### src/rtl/mdio_pkg.sv
// Shared types and frame constants for the Clause-22 MDIO master.
package mdio_pkg;

    typedef enum logic [2:0] {
        S_IDLE,
        S_PREAMBLE,
        S_HEADER,
        S_TA,
        S_DATA
    } state_t;

    localparam logic [1:0] ST_CODE  = 2'b01;
    localparam logic [1:0] OP_WRITE = 2'b01;
    localparam logic [1:0] OP_READ  = 2'b10;
    localparam logic [1:0] TA_WRITE = 2'b10;

    localparam int HEADER_BITS = 14;
    localparam int TA_BITS     = 2;
    localparam int DATA_BITS   = 16;

    // Reads leave TA/DATA as ones so the idle pad value stays high while released.
    function automatic logic [31:0] build_frame(input logic       write,
                                                input logic [4:0] phy_addr,
                                                input logic [4:0] reg_addr,
                                                input logic [15:0] wdata);
        if (write)
            return {ST_CODE, OP_WRITE, phy_addr, reg_addr, TA_WRITE, wdata};
        else
            return {ST_CODE, OP_READ, phy_addr, reg_addr, 2'b11, 16'hFFFF};
    endfunction

endpackage

### src/rtl/mdio_clk_gen.sv
// MDC divider: one MDC half-period every CLK_DIV clk cycles while run is high.
module mdio_clk_gen #(
    parameter int CLK_DIV = 25
) (
    input  logic clk,
    input  logic reset,
    input  logic run,
    output logic mdc,
    output logic fall_tick,
    output logic rise_tick
);

    localparam int CW = (CLK_DIV > 1) ? $clog2(CLK_DIV) : 1;
    localparam logic [CW-1:0] WRAP = CW'(CLK_DIV - 1);

    logic [CW-1:0] cnt_reg;
    logic          mdc_reg;
    logic          wrap;

    assign wrap      = run && (cnt_reg == WRAP);
    // The wrap that ends a high half starts the next bit's low half.
    assign fall_tick = wrap && mdc_reg;
    assign rise_tick = wrap && !mdc_reg;
    assign mdc       = mdc_reg;

    always_ff @(posedge clk) begin
        if (reset || !run) begin
            cnt_reg <= '0;
            mdc_reg <= 1'b0;
        end else if (cnt_reg == WRAP) begin
            cnt_reg <= '0;
            mdc_reg <= ~mdc_reg;
        end else begin
            cnt_reg <= cnt_reg + 1'b1;
        end
    end

endmodule

### src/rtl/mdio_frame_controller.sv
// Clause-22 MDIO master: sequences one register-access frame per command
// and returns read data / turnaround status on a one-cycle response pulse.
module mdio_frame_controller
    import mdio_pkg::*;
#(
    parameter int CLK_DIV       = 25,
    parameter int PREAMBLE_BITS = 32
) (
    input  logic        clk,
    input  logic        reset,
    input  logic        cmd_valid,
    output logic        cmd_ready,
    input  logic        cmd_write,
    input  logic [4:0]  cmd_phy_addr,
    input  logic [4:0]  cmd_reg_addr,
    input  logic [15:0] cmd_wdata,
    output logic        rsp_valid,
    output logic [15:0] rsp_rdata,
    output logic        rsp_error,
    output logic        busy,
    output logic        mdc,
    input  logic        mdio_in,
    output logic        mdio_out,
    output logic        mdio_oen
);

    localparam int CNT_MAX = (PREAMBLE_BITS > DATA_BITS) ? PREAMBLE_BITS : DATA_BITS;
    localparam int CNT_W   = $clog2(CNT_MAX);
    localparam logic [CNT_W-1:0] PRE_LAST  = CNT_W'((PREAMBLE_BITS > 0) ? PREAMBLE_BITS - 1 : 0);
    localparam logic [CNT_W-1:0] HDR_LAST  = CNT_W'(HEADER_BITS - 1);
    localparam logic [CNT_W-1:0] TA_LAST   = CNT_W'(TA_BITS - 1);
    localparam logic [CNT_W-1:0] DATA_LAST = CNT_W'(DATA_BITS - 1);

    state_t           state_reg;
    logic [CNT_W-1:0] bit_cnt_reg;
    logic [31:0]      tx_reg;
    logic [15:0]      rx_reg;
    logic             write_reg;
    logic             ta_err_reg;
    logic             run_reg;
    logic             mdio_out_reg;
    logic             mdio_oen_reg;
    logic             rsp_valid_reg;
    logic [15:0]      rsp_rdata_reg;
    logic             rsp_error_reg;
    logic [31:0]      frame;
    logic             fall_tick;
    logic             rise_tick;

    assign frame     = build_frame(cmd_write, cmd_phy_addr, cmd_reg_addr, cmd_wdata);
    assign cmd_ready = (state_reg == S_IDLE);
    assign busy      = (state_reg != S_IDLE);
    assign mdio_out  = mdio_out_reg;
    assign mdio_oen  = mdio_oen_reg;
    assign rsp_valid = rsp_valid_reg;
    assign rsp_rdata = rsp_rdata_reg;
    assign rsp_error = rsp_error_reg;

    mdio_clk_gen #(
        .CLK_DIV(CLK_DIV)
    ) u_clk_gen (
        .clk      (clk),
        .reset    (reset),
        .run      (run_reg),
        .mdc      (mdc),
        .fall_tick(fall_tick),
        .rise_tick(rise_tick)
    );

    always_ff @(posedge clk) begin
        if (reset) begin
            state_reg     <= S_IDLE;
            bit_cnt_reg   <= '0;
            tx_reg        <= '0;
            rx_reg        <= '0;
            write_reg     <= 1'b0;
            ta_err_reg    <= 1'b0;
            run_reg       <= 1'b0;
            mdio_out_reg  <= 1'b1;
            mdio_oen_reg  <= 1'b1;
            rsp_valid_reg <= 1'b0;
            rsp_rdata_reg <= '0;
            rsp_error_reg <= 1'b0;
        end else begin
            rsp_valid_reg <= 1'b0;
            case (state_reg)
                S_IDLE: begin
                    if (cmd_valid) begin
                        write_reg    <= cmd_write;
                        ta_err_reg   <= 1'b0;
                        run_reg      <= 1'b1;
                        mdio_oen_reg <= 1'b0;
                        if (PREAMBLE_BITS > 0) begin
                            state_reg    <= S_PREAMBLE;
                            bit_cnt_reg  <= PRE_LAST;
                            mdio_out_reg <= 1'b1;
                            tx_reg       <= frame;
                        end else begin
                            state_reg    <= S_HEADER;
                            bit_cnt_reg  <= HDR_LAST;
                            mdio_out_reg <= frame[31];
                            tx_reg       <= {frame[30:0], 1'b0};
                        end
                    end
                end
                S_PREAMBLE: begin
                    if (fall_tick) begin
                        if (bit_cnt_reg == '0) begin
                            state_reg    <= S_HEADER;
                            bit_cnt_reg  <= HDR_LAST;
                            mdio_out_reg <= tx_reg[31];
                            tx_reg       <= {tx_reg[30:0], 1'b0};
                        end else begin
                            bit_cnt_reg <= bit_cnt_reg - 1'b1;
                        end
                    end
                end
                S_HEADER: begin
                    if (fall_tick) begin
                        mdio_out_reg <= tx_reg[31];
                        tx_reg       <= {tx_reg[30:0], 1'b0};
                        if (bit_cnt_reg == '0) begin
                            state_reg    <= S_TA;
                            bit_cnt_reg  <= TA_LAST;
                            mdio_oen_reg <= ~write_reg;
                        end else begin
                            bit_cnt_reg <= bit_cnt_reg - 1'b1;
                        end
                    end
                end
                S_TA: begin
                    // Only the second TA bit must be pulled low by the PHY.
                    if (rise_tick && bit_cnt_reg == '0)
                        ta_err_reg <= mdio_in;
                    if (fall_tick) begin
                        mdio_out_reg <= tx_reg[31];
                        tx_reg       <= {tx_reg[30:0], 1'b0};
                        if (bit_cnt_reg == '0) begin
                            state_reg   <= S_DATA;
                            bit_cnt_reg <= DATA_LAST;
                        end else begin
                            bit_cnt_reg <= bit_cnt_reg - 1'b1;
                        end
                    end
                end
                S_DATA: begin
                    if (rise_tick)
                        rx_reg <= {rx_reg[14:0], mdio_in};
                    if (fall_tick) begin
                        if (bit_cnt_reg == '0) begin
                            state_reg     <= S_IDLE;
                            run_reg       <= 1'b0;
                            mdio_out_reg  <= 1'b1;
                            mdio_oen_reg  <= 1'b1;
                            rsp_valid_reg <= 1'b1;
                            rsp_rdata_reg <= write_reg ? 16'h0000 : rx_reg;
                            rsp_error_reg <= write_reg ? 1'b0 : ta_err_reg;
                        end else begin
                            mdio_out_reg <= tx_reg[31];
                            tx_reg       <= {tx_reg[30:0], 1'b0};
                            bit_cnt_reg  <= bit_cnt_reg - 1'b1;
                        end
                    end
                end
                default: state_reg <= S_IDLE;
            endcase
        end
    end

endmodule
### config.mk
export PLATFORM = sky130hd
export DESIGN_NAME = mdio_frame_controller
export DESIGN_NICKNAME = d
export VERILOG_FILES = /design/src/rtl/mdio_pkg.sv /design/src/rtl/mdio_clk_gen.sv /design/src/rtl/mdio_frame_controller.sv
export SDC_FILE = /design/constraint.sdc
export NUM_CORES = 1
export LEC_CHECK = 0
export ABC_AREA = 1
export BUFFER_PORTS_ARGS = -buffer_cell sky130_fd_sc_hd__buf_2
export CELL_PAD_IN_SITES_DETAIL_PLACEMENT = 1
export CELL_PAD_IN_SITES_GLOBAL_PLACEMENT = 2
export CORE_MARGIN = 1
export CORE_UTILIZATION = 34
export CTS_CLUSTER_DIAMETER = 50
export CTS_CLUSTER_SIZE = 24
export DETAILED_ROUTE_END_ITERATION = 8
export PLACE_DENSITY_LB_ADDON = 0.05
export SYNTH_ARGS = -nofsm -noshare
export SYNTH_HDL_FRONTEND = slang
export SYNTH_SLANG_ARGS = --single-unit
### constraint.sdc
create_clock -name clk -period 3.4 [get_ports clk]
set_input_delay 0.68 -clock clk [delete_from_list [all_inputs] [get_ports clk]]
set_output_delay 0.68 -clock clk [all_outputs]
set_load 0.01 [all_outputs]
# Yosys cells after proc, flatten, opt, wreduce, memory -nomap -nowiden
# Cells that the tools add are included.
[totals]
regBits = 85
in_bits = 31
out_inout_bits = 23
wordCells = 114
[op_classes]
add_sub_neg = 2
eq_ne = 17
n_mux = 49
bitwise_logic = 4
reduce_logical = 28
[ops]
columns = ["cell", "count"]
rows = [
  ["two-way mux 32 bit", 6],
  ["case mux 32 bit (4 select lines)", 1],
  ["two-way mux 5 bit", 9],
  ["two-way mux 30 bit", 1],
  ["two-way mux 3 bit", 9],
  ["case mux 5 bit (5 select lines)", 1],
  ["!= test 2 bit, second input constant", 11],
  ["two-way mux 1 bit", 16],
  ["two-way mux 16 bit", 1],
  ["case mux 3 bit (5 select lines)", 1],
  ["AND reduction 7 bit", 2],
  ["AND reduction 6 bit", 2],
  ["AND reduction 9 bit", 1],
  ["equality test 3 x 2 -> 1 bit, second input constant", 2],
  ["AND reduction 3 bit", 2],
  ["nonzero test 3 bit", 2],
  ["adder 5 x 1 -> 5 bit, second input constant", 1],
  ["equality test 5 bit, second input constant", 1],
  ["logical NOT 5 bit", 1],
  ["nonzero test 5 bit", 1],
  ["subtractor 5 x 1 -> 5 bit, second input constant", 1],
  ["logical AND 1 bit", 4],
  ["NOT 1 bit", 4],
  ["case mux 1 bit (2 select lines)", 2],
  ["other kinds (14)", 18],
]

# Longest topological paths before layout
[logic_depth]
ltp_word = 6
ltp_mapped = 13
ltp_nobuf = 12

# Cells and area by module
# A second synthesis with hierarchy kept.
[hier_totals]
hier_cells = 640
hier_area_um2 = 4141.5
[modules_own_cells]
columns = ["module", "instances", "cells_per_inst", "area_each_um2", "seq_area_each_um2"]
rows = [
  ["mdio_frame_controller", 1, 601, 3853.7, 1581.5],
  ["mdio_clk_gen", 1, 39, 287.8, 120.1],
]

# Least setup slack after synthesis
# No wires, ideal clock.
[synth_path]
path_type = "register to register"
from = "register u_clk_gen.cnt_reg[0]"
to = "register tx_reg[10]"
setup_ps = 115
arrival_ps = 1466
required_ps = 3285
setup_slack_ps = 1819
path_stages_with_launch = 13
path_buffers = 1
period_less_slack_ps = 1581
cell_sequence = "dfxtp_1 > inv_1 > ha_1 > nand2_1 > inv_1 > nand3_2 > nand2_1 > nand2_1 > nor2_8 > buf_6 > nand3_1 > nand2_1 > nor2_1"
[synth_between]
elab_chain_len = 5
word_cells_on_any_way = 7
classes_between = "eq/ne: 4; reduce/logical: 3"
[synth_lines]
columns = ["element", "line", "rtl"]
rows = [
  ["start, declared", "mdio_clk_gen.sv:16", "logic [CW-1:0] cnt_reg;"],
  ["start signal, assigned", "mdio_clk_gen.sv:34", "cnt_reg <= cnt_reg + 1'b1;"],
  ["equality test 5 bit *", "mdio_clk_gen.sv:20", "assign wrap = run && (cnt_reg == WRAP);"],
  ["logical AND 1 bit *", "mdio_clk_gen.sv:20", ""],
  ["logical AND 1 bit *", "mdio_clk_gen.sv:22", "assign fall_tick = wrap && mdc_reg;"],
  ["!= test 2 x 1 -> 1 bit (no line) / != test 2 bit (equally long branches)", "n/a", ""],
  ["AND reduction 7 bit (no line) *", "n/a", ""],
  ["end signal, assigned", "mdio_frame_controller.sv:97", "tx_reg <= frame;"],
  ["end signal, assigned", "mdio_frame_controller.sv:102", "tx_reg <= {frame[30:0], 1'b0};"],
  ["end signal, assigned", "mdio_frame_controller.sv:112", "tx_reg <= {tx_reg[30:0], 1'b0};"],
  ["end, declared", "mdio_frame_controller.sv:36", "logic [31:0] tx_reg;"],
]
# Every way passes the cells marked *; elsewhere a longest branch is shown, timed or not.
# A chain may end at the register's enable or synchronous reset.

# Worst setup path in the final report
[layout_path]
from = "register u_clk_gen.cnt_reg[0]"
to = "register tx_reg[21]"
# The elaborated chain is that of the path after synthesis.

==> flow_metrics.env <==
export IMPL_worstMarginPinSlew_ns=0.8179
export IMPL_hp_class="flop to flop"
export IMPL_busiest_layer="met2"
export IMPL_drt_iter0_markers=177
export IMPL_routed_wl_mm=10.65
export IMPL_irDropWorstVdd_mv=0.3264
export IMPL_h_tree_depth=3
export IMPL_pwr_density_cell_nw_per_um2=888.7
export IMPL_setup_viol=0
export IMPL_use_met2=0.3091
export IMPL_setup_worst_path_class="flop to flop"
export IMPL_syn_area_per_cell_um2=6.633
export IMPL_postCtsHoldBufs=0
export IMPL_post_cts_repair_setup_buffers=0
export IMPL_num_rows=40
export IMPL_yosysWarnings=0
export IMPL_worstPathMaxFanout=64
export IMPL_clock_sinks=85
export IMPL_grt_max_degree=69
export IMPL_cts_tree="built"
export IMPL_period_share=0.6486
export IMPL_synth_nets=663
export IMPL_die_y_um=112.7
export IMPL_grt_pass1_vias=3968
export IMPL_grt_pass1_wl_mm=18.32
export IMPL_cts_max_path_buffers=2
export IMPL_syn_inst=628
export IMPL_ant_nets=0
export IMPL_drive_above_1_share=0.1469
export IMPL_cts_buffers=9
export IMPL_ys_ff_latch=85
export IMPL_ios=54
export IMPL_slew_viol_final=0
export IMPL_cts_repair_resize_count=0
export IMPL_drc=0
export IMPL_antenna_found_initial=0
export IMPL_use_met1=0.2206
export IMPL_whs_ns=0.4586
export IMPL_area_growth_pct=13.58
export IMPL_synth_seq_area_share=0.4085
export IMPL_finalNetCount=697
export IMPL_grt_util_met3=0.03132
export IMPL_num_vias=3977
export IMPL_start_kind="flop"
export IMPL_path_clk_slew_ns=0.07
export IMPL_hold_viol_final=0
export IMPL_fin_tns_setup_ns=0
export IMPL_fmax_ghz=0.4535
export IMPL_syn_area_um2=4165
export IMPL_start_util=0.3482
export IMPL_total_leakage_power_nw=2.273
export IMPL_finalWorstSetupSlack_ns=1.195
export IMPL_die_x_um=112.7
export IMPL_post_dp_hpwl_mm=7.076
export IMPL_drtPass1Iterations=4
export IMPL_portBuffers=53
export IMPL_cts_root_buf="clkbuf_16"
export IMPL_max_slew_margin=0.4547
export IMPL_min_period_ns=2.205
export IMPL_insertion_delay_ns=0.35
export IMPL_status="finished, final reports clean"
export IMPL_wl_per_cell_um=13.08
export IMPL_cp_data_required_time_ns=3.65
export IMPL_die_area_um2=12700
export IMPL_design_power_total_w=0.004204
export IMPL_clock_skew_final_ns=0.008529
export IMPL_endpoint_kind="flop"
export IMPL_place_ws_ns=1.064
export IMPL_coreArea_um2=11960
export IMPL_place_congestion=0.7559
export IMPL_antenna_cells=0
export IMPL_ys_types=28
export IMPL_cap_viol_max_count=0
export IMPL_largest_reg_flops=32
export IMPL_rsz0062_at_grt="false"
export IMPL_crit_arrival_ns=2.46
export IMPL_routed_via_density=4.886
export IMPL_grt_overflow_total=0
export IMPL_fill_cells=1588
export IMPL_gr_usage_all_layers=0.1805
worst max-delay path: stages, from the launching register on:
cell	delay, ns
dfxtp_1	0.33
inv_1	0.06
ha_1	0.14
nand2_1	0.05
inv_1	0.08
nand3_2	0.14
nand2_1	0.16
nand2_1	0.16
nor2_8	0.64
nand3_1	0.17
nand2_1	0.10
nor2_1	0.04
final cells by class:
| class | count | area [um2] | area share |
|---|---|---|---|
| multi-input cells | 466 | 2076 | 0.4388 |
| clock buffers | 9 | 225.2 | 0.04761 |
| clock inverters | 7 | 78.83 | 0.01666 |
| inverters | 44 | 165.2 | 0.03491 |
| flip-flops and latches | 85 | 1702 | 0.3597 |
| repair buffers | 56 | 300.3 | 0.06348 |
| well taps | 147 | 183.9 | 0.03888 |
Yosys cell counts (all sizes together):
cell,n,area [um2]
a31oi,2,12.51
dfxtp,85,1702
nand3,64,325.3
clkbuf,11,42.54
inv,41,153.9
nand2,172,673.1
a21oi,38,190.2
nand4,1,6.260
o21ai,57,285.3
xnor2,1,8.760
buf,22,180.2
clkinv,3,11.26
nor2,124,504.2
ha,4,50.05
o21bai,1,7.510
o21a,1,7.510
nor3,1,5.000
path summary, 6_finish.rpt:
| kind | from | end | slack (ns) | cells after the start |
|---|---|---|---|---|
| setup reg to reg | u_clk_gen.cnt_reg[0]$_SDFF_PP0_ | tx_reg[21]$_SDFFE_PP0P_ | 1.19 | 11 |
| hold / removal | u_clk_gen.cnt_reg[0]$_SDFF_PP0_ | u_clk_gen.cnt_reg[0]$_SDFF_PP0_ | 0.46 | 1 |
| hold reg to reg | u_clk_gen.cnt_reg[0]$_SDFF_PP0_ | u_clk_gen.cnt_reg[0]$_SDFF_PP0_ | 0.46 | 1 |
| setup / recovery | u_clk_gen.cnt_reg[0]$_SDFF_PP0_ | tx_reg[21]$_SDFFE_PP0P_ | 1.19 | 11 |
cells by family after synthesis:
logic type               synth area share
AO/OA/AOI/OAI                      0.1208
AND/OR/NAND/NOR                    0.3635
XOR/XNOR                         0.002103
adder cells (fa/ha/maj)           0.01202
flip-flops                         0.4085
buffers and inverters             0.09312
cells in the final DEF (no fill, tap or decap), types with 2 or more instances in the layout:
cell type  synthesis  final
a21oi_1           38     38
a31oi_1            2      2
buf_2              9     53
buf_4              3      2
clkbuf_16          0      9
clkinv_1           3      2
clkinv_4           0      2
dfxtp_1           85     85
ha_1               4      4
inv_1             32     32
inv_2              9     10
inv_8              0      4
nand2_1          165    165
nand2_2            5      5
nand2_4            2      2
nand3_1           63     63
nor2_1           116    116
nor2_2             6      6
o21ai_0           34     34
o21ai_1           23     23
routing by layer:
layer  routed length (um)  vias to the layer above  part of all wire
met5                    0                        -                 0
li1                     -                     2066                 -
met3                  280                       12             0.026
met1                 5208                     1858              0.49
met2                 4966                       41              0.47
met4                  195                        0             0.018
stage by stage:
stage	area, um2	cells	utilization
floorplan	4165	628	-
global placement	4427	798	0.3701
detailed placement	4427	798	0.3701
CTS	4731	814	0.3955
global route	4731	814	0.3955
finish	4731	814	0.3955
report_power, final:
group | internal (W) | switching [W] | total (W)
clock network | 0.000525 | 0.000472 | 0.000997
registers | 0.00120 | 0.000125 | 0.00132
logic | 0.000614 | 0.00127 | 0.00188
Note: power is estimated with default switching activity, not from simulation.
